[config.mk]
export PLATFORM = sky130hd
export DESIGN_NAME = i2c_config_seq
export DESIGN_NICKNAME = d
export VERILOG_FILES = /design/src/rtl/i2c_config_seq.sv
export SDC_FILE = /design/constraint.sdc
export NUM_CORES = 1
export LEC_CHECK = 0
export CORE_MARGIN = 3
export CORE_UTILIZATION = 55
export DETAILED_ROUTE_END_ITERATION = 8
export PLACE_DENSITY = 0.87
export SYNTH_ARGS = -nofsm -noshare
export SYNTH_HDL_FRONTEND = slang
export SYNTH_SLANG_ARGS = --single-unit
[constraint.sdc]
create_clock -name clk -period 3.5 [get_ports clk]
set_input_delay 0.7 -clock clk [delete_from_list [all_inputs] [get_ports clk]]
set_output_delay 0.7 -clock clk [all_outputs]
set_load 0.005 [all_outputs]
[src/rtl/i2c_config_seq.sv]
// Power-up register sequencer: walks a combinational reg/data table and issues one
// I2C register-write per entry to a byte-level master, with NACK retries and pacing.
module i2c_config_seq #(
    parameter logic [6:0] DEV_ADDR    = 7'h39,
    parameter int         NUM_WRITES  = 8,
    parameter int         DELAY_CLKS  = 100_000,
    parameter int         RETRY_LIMIT = 3
) (
    input  logic       clk,
    input  logic       reset,
    input  logic       start,
    output logic [7:0] tbl_index,
    input  logic [7:0] tbl_reg,
    input  logic [7:0] tbl_data,
    output logic       cmd_valid,
    input  logic       cmd_ready,
    output logic [6:0] cmd_addr,
    output logic [7:0] cmd_reg,
    output logic [7:0] cmd_data,
    input  logic       xfer_done,
    input  logic       xfer_nack,
    output logic       busy,
    output logic       done,
    output logic       error,
    output logic [7:0] err_index
);

    // Handshake: a request is accepted on the clock edge where cmd_valid and
    // cmd_ready are both high; cmd_valid, cmd_reg and cmd_data stay stable until then.

    typedef enum logic [2:0] {
        IDLE,
        FETCH,
        ISSUE,
        WAIT,
        DELAY,
        DONE,
        ERROR
    } state_t;

    localparam logic [23:0] DELAY_LAST = 24'(DELAY_CLKS - 1);
    localparam logic [7:0]  LAST_INDEX = 8'(NUM_WRITES);
    localparam logic [3:0]  RETRY_MAX  = 4'(RETRY_LIMIT);

    state_t      state;
    logic [7:0]  index;
    logic [3:0]  retries;
    logic [23:0] delay_cnt;

    assign tbl_index = index;
    assign cmd_addr  = DEV_ADDR;

    always_ff @(posedge clk) begin
        if (reset) begin
            state     <= IDLE;
            index     <= '0;
            retries   <= '0;
            delay_cnt <= '0;
            cmd_valid <= 1'b0;
            cmd_reg   <= '0;
            cmd_data  <= '0;
            busy      <= 1'b0;
            done      <= 1'b0;
            error     <= 1'b0;
            err_index <= '0;
        end else begin
            case (state)
                IDLE, DONE, ERROR: begin
                    if (start) begin
                        index     <= '0;
                        retries   <= '0;
                        done      <= 1'b0;
                        error     <= 1'b0;
                        err_index <= '0;
                        busy      <= 1'b1;
                        state     <= FETCH;
                    end
                end
                FETCH: begin
                    cmd_reg   <= tbl_reg;
                    cmd_data  <= tbl_data;
                    cmd_valid <= 1'b1;
                    state     <= ISSUE;
                end
                ISSUE: begin
                    if (cmd_ready) begin
                        cmd_valid <= 1'b0;
                        state     <= WAIT;
                    end
                end
                WAIT: begin
                    if (xfer_done) begin
                        if (!xfer_nack) begin
                            index   <= index + 8'd1;
                            retries <= '0;
                            state   <= DELAY;
                        end else if (retries < RETRY_MAX) begin
                            // Same index again: the retry re-fetches this entry after the gap.
                            retries <= retries + 4'd1;
                            state   <= DELAY;
                        end else begin
                            err_index <= index;
                            error     <= 1'b1;
                            busy      <= 1'b0;
                            state     <= ERROR;
                        end
                    end
                end
                DELAY: begin
                    if (delay_cnt == DELAY_LAST) begin
                        delay_cnt <= '0;
                        if (index == LAST_INDEX) begin
                            done  <= 1'b1;
                            busy  <= 1'b0;
                            state <= DONE;
                        end else begin
                            state <= FETCH;
                        end
                    end else begin
                        delay_cnt <= delay_cnt + 24'd1;
                    end
                end
                default: state <= IDLE;
            endcase
        end
    end

endmodule

==> impl_metrics.toml <==
[pwr]
power.density_mw_per_mm2 = 499
p_leak_uw = 0.00138
worst_ir_drop_vdd_v = 0.000232

[placement]
dp_hpwl_um = 5030
place_inst = 516
routabilityCongestion = 0.847
numPortBuffers = 57

[sta]
post-route-period-util_pct = 65.5
finalMaxSlewViolations = 0
worst_slew_margin_rel_pct = 41.6
clock_skew_ns = 0.00744
fmax_ghz = 0.436
rsz0062_at_grt = "no"
finalHoldViolCount = 0
hold-worst-slack_ns = 0.454
setup_viol = 0
worst_pin_slew_ns = 0.872
fin_setup_tns_ns = 0
min_period_ns = 2.29

[critical_path]
regToRegEndpoint = "tbl_index[1]$_SDFFE_PP0P_"
reg2reg_depth = 6
crit_path_end_kind = "flop"
critical_path_peak_fanout = 19
reg2reg_slack_ns = 1.21
crit_required_ns = 3.71
arrival_ns = 2.51
crit_type = "reg -> reg"
reg2reg_from = "state[1]$_SDFFE_PP0P_"
worstSetupStartpointType = "flop"

[floorplanning]
die_y_um = 82.2
die_x_um = 82.2
dieArea_mm2 = 0.00676
start_util_pct = 57.3
rows = 27
coreArea_mm2 = 0.00557
ios = 65

[clock_tree]
holdBufCountCts = 0
clk_latency_ns = 0.34
cts_buffers = 9
cts_resized = 0
cts_tree = "yes"
path_clk_slew_ns = 0.07
cts_root_buffer = "clkbuf_8"
cts_buffer_depth = 2
cts_setup_buffers = 0
clkSinkCount = 67
htree_levels = 3

[routing]
vias = 3052
finalWirelength_um = 7390
via_per_inst = 5.74
post_drt_wl_per_cell_um = 13.9
drc = 0
drtPass1Iterations = 5
postRouteAntennaNets = 0
dr.first_iter.drc_count = 212

[logic_synthesis]
synth_warnings = 0
synthFlopType = "dfxtp_1"
syn-instance-count = 406
synth-edff-count = 0
synthesis.area_per_instance_um2 = 7.87
synth_seq_cells = 67
syn-cell-area_mm2 = 0.00320
synth_cell_types = 57
yosysSeqAreaShare_pct = 42.0
async_reset_ff_share_pct = 0

[cells_and_area]
drive_above_1_share_pct = 5.65
diodes = 0
final_common_cell = "dfxtp_1"
largest-register = "delay_cnt"
final_cell_mix = "dfxtp_1, nand2_1, clkdlybuf4s50_1"
largest_register_ffs = 24
area_growth_pct = 23.3
layout.cells.non_filler = 532
nets = 481

[min_path]
holdCritStartpoint = "cmd_reg[3]$_SDFFE_PP0P_"
hold_path_depth = 2
hold_end = "cmd_reg[3]$_SDFFE_PP0P_"
hold_path.class = "reg -> reg"

[global_route]
grt_max_degree = 38
grt-ovfl-total = 0
antenna_found_initial = 0
first_global_vias = 2723
track_usage_pct = 22.7
grt_first_pass_wirelength_um = 12100

[outcome]
status = "finished clean"

[job]
cap_violations = 0
-- cell families after synthesis --
logic type,Yosys count,share of synthesized area (%)
other,2,0.235
multiplexers,3,0.979
flip-flops,67,42.0
buffers and inverters,34,5.29
AND/OR/NAND/NOR,190,29.5
adder cells (fa/ha/maj),4,1.57
XOR/XNOR,15,4.11
AO/OA/AOI/OAI,91,16.3
-- worst max-delay path by stage --
stage | startpoint | end | cells past startpoint
after floorplan | delay_cnt[0]$_SDFFE_PP0P_ | busy$_SDFFE_PP0P_ | 7
after global placement | start | retries[1]$_SDFFE_PP0P_ | 7
after detailed placement | start | retries[1]$_SDFFE_PP0P_ | 7
after CTS | state[0]$_SDFFE_PP0P_ | cmd_data[2]$_SDFFE_PP0P_ | 4
after global routing | state[0]$_SDFFE_PP0P_ | cmd_reg[4]$_SDFFE_PP0P_ | 4
final | state[1]$_SDFFE_PP0P_ | tbl_index[1]$_SDFFE_PP0P_ | 6
-- report_power, final --
part | switching, uW | total [uW] | internal, uW | leakage, uW
Combinational | 245 | 454 | 209 | 0.000743
Sequential | 69.0 | 892 | 823 | 0.000543
Clock | 273 | 622 | 349 | 0.0000947
Total | 587 | 1970 | 1380 | 0.00138
-- per-stage QoR --
| stage | area [um^2] | setup slack, ns | utilization (%) | power (uW) |
|---|---|---|---|---|
| final | 3940 | 1.21 | 70.7 | 1970 |
| after global routing | 3940 | 0.921 | 70.7 | 2080 |
| after CTS | 3940 | 1.20 | 70.7 | 1980 |
| after global placement | 3750 | 0.989 | 67.3 | 1350 |
| after floorplan | 3210 | 1.65 | - | 1190 |
| after detailed placement | 3750 | 0.942 | 67.3 | 1360 |
-- critical path, stage by stage, from the launching register on --
cell,delay [ns]
dfxtp_1,0.75
nand2b_1,0.30
o32a_1,0.36
o22ai_1,0.16
buf_4,0.21
a21o_1,0.30
nor2_1,0.09
-- metal layers --
layer	vias up	global-route usage [%]	part of all wire (%)
li1	1506	-	-
met1	1389	28.9	44
met2	144	36.0	45
met3	13	5.64	9.4
met4	0	11.0	1.9
met5	-	0	0
-- final cells by class --
cell class	count	area (um^2)
repair buffers	61	596
well taps	72	90.1
flip-flops and latches	67	1340
multi-input cells	310	1700
clock inverters	2	35.0
inverters	6	22.5
clock buffers	14	153
fillers	466	1630
-- synthesized netlist by cell type (3+ instances only) --
| master | instances | area [um^2] |
|---|---|---|
| nand4_1 | 11 | 68.8 |
| buf_2 | 5 | 25.0 |
| ha_1 | 4 | 50.1 |
| clkbuf_1 | 12 | 45.0 |
| o21ai_1 | 3 | 15.0 |
| a31oi_1 | 5 | 31.3 |
| nor2b_1 | 4 | 25.0 |
| a21oi_1 | 49 | 245 |
| nor3_1 | 8 | 40.0 |
| nand2b_1 | 3 | 18.8 |
| nand2_1 | 64 | 240 |
| nor2_1 | 48 | 180 |
| o21ai_0 | 16 | 80.1 |
| or3_1 | 4 | 25.0 |
| and3_1 | 6 | 37.5 |
| inv_1 | 5 | 18.8 |
| nor4_1 | 5 | 31.3 |
| buf_4 | 9 | 67.6 |
| o22ai_1 | 3 | 18.8 |
| xor2_1 | 12 | 105 |
| dfxtp_1 | 67 | 1340 |
| nand3_1 | 18 | 90.1 |
| xnor2_1 | 3 | 26.3 |
(Power assumes the default switching activity.)
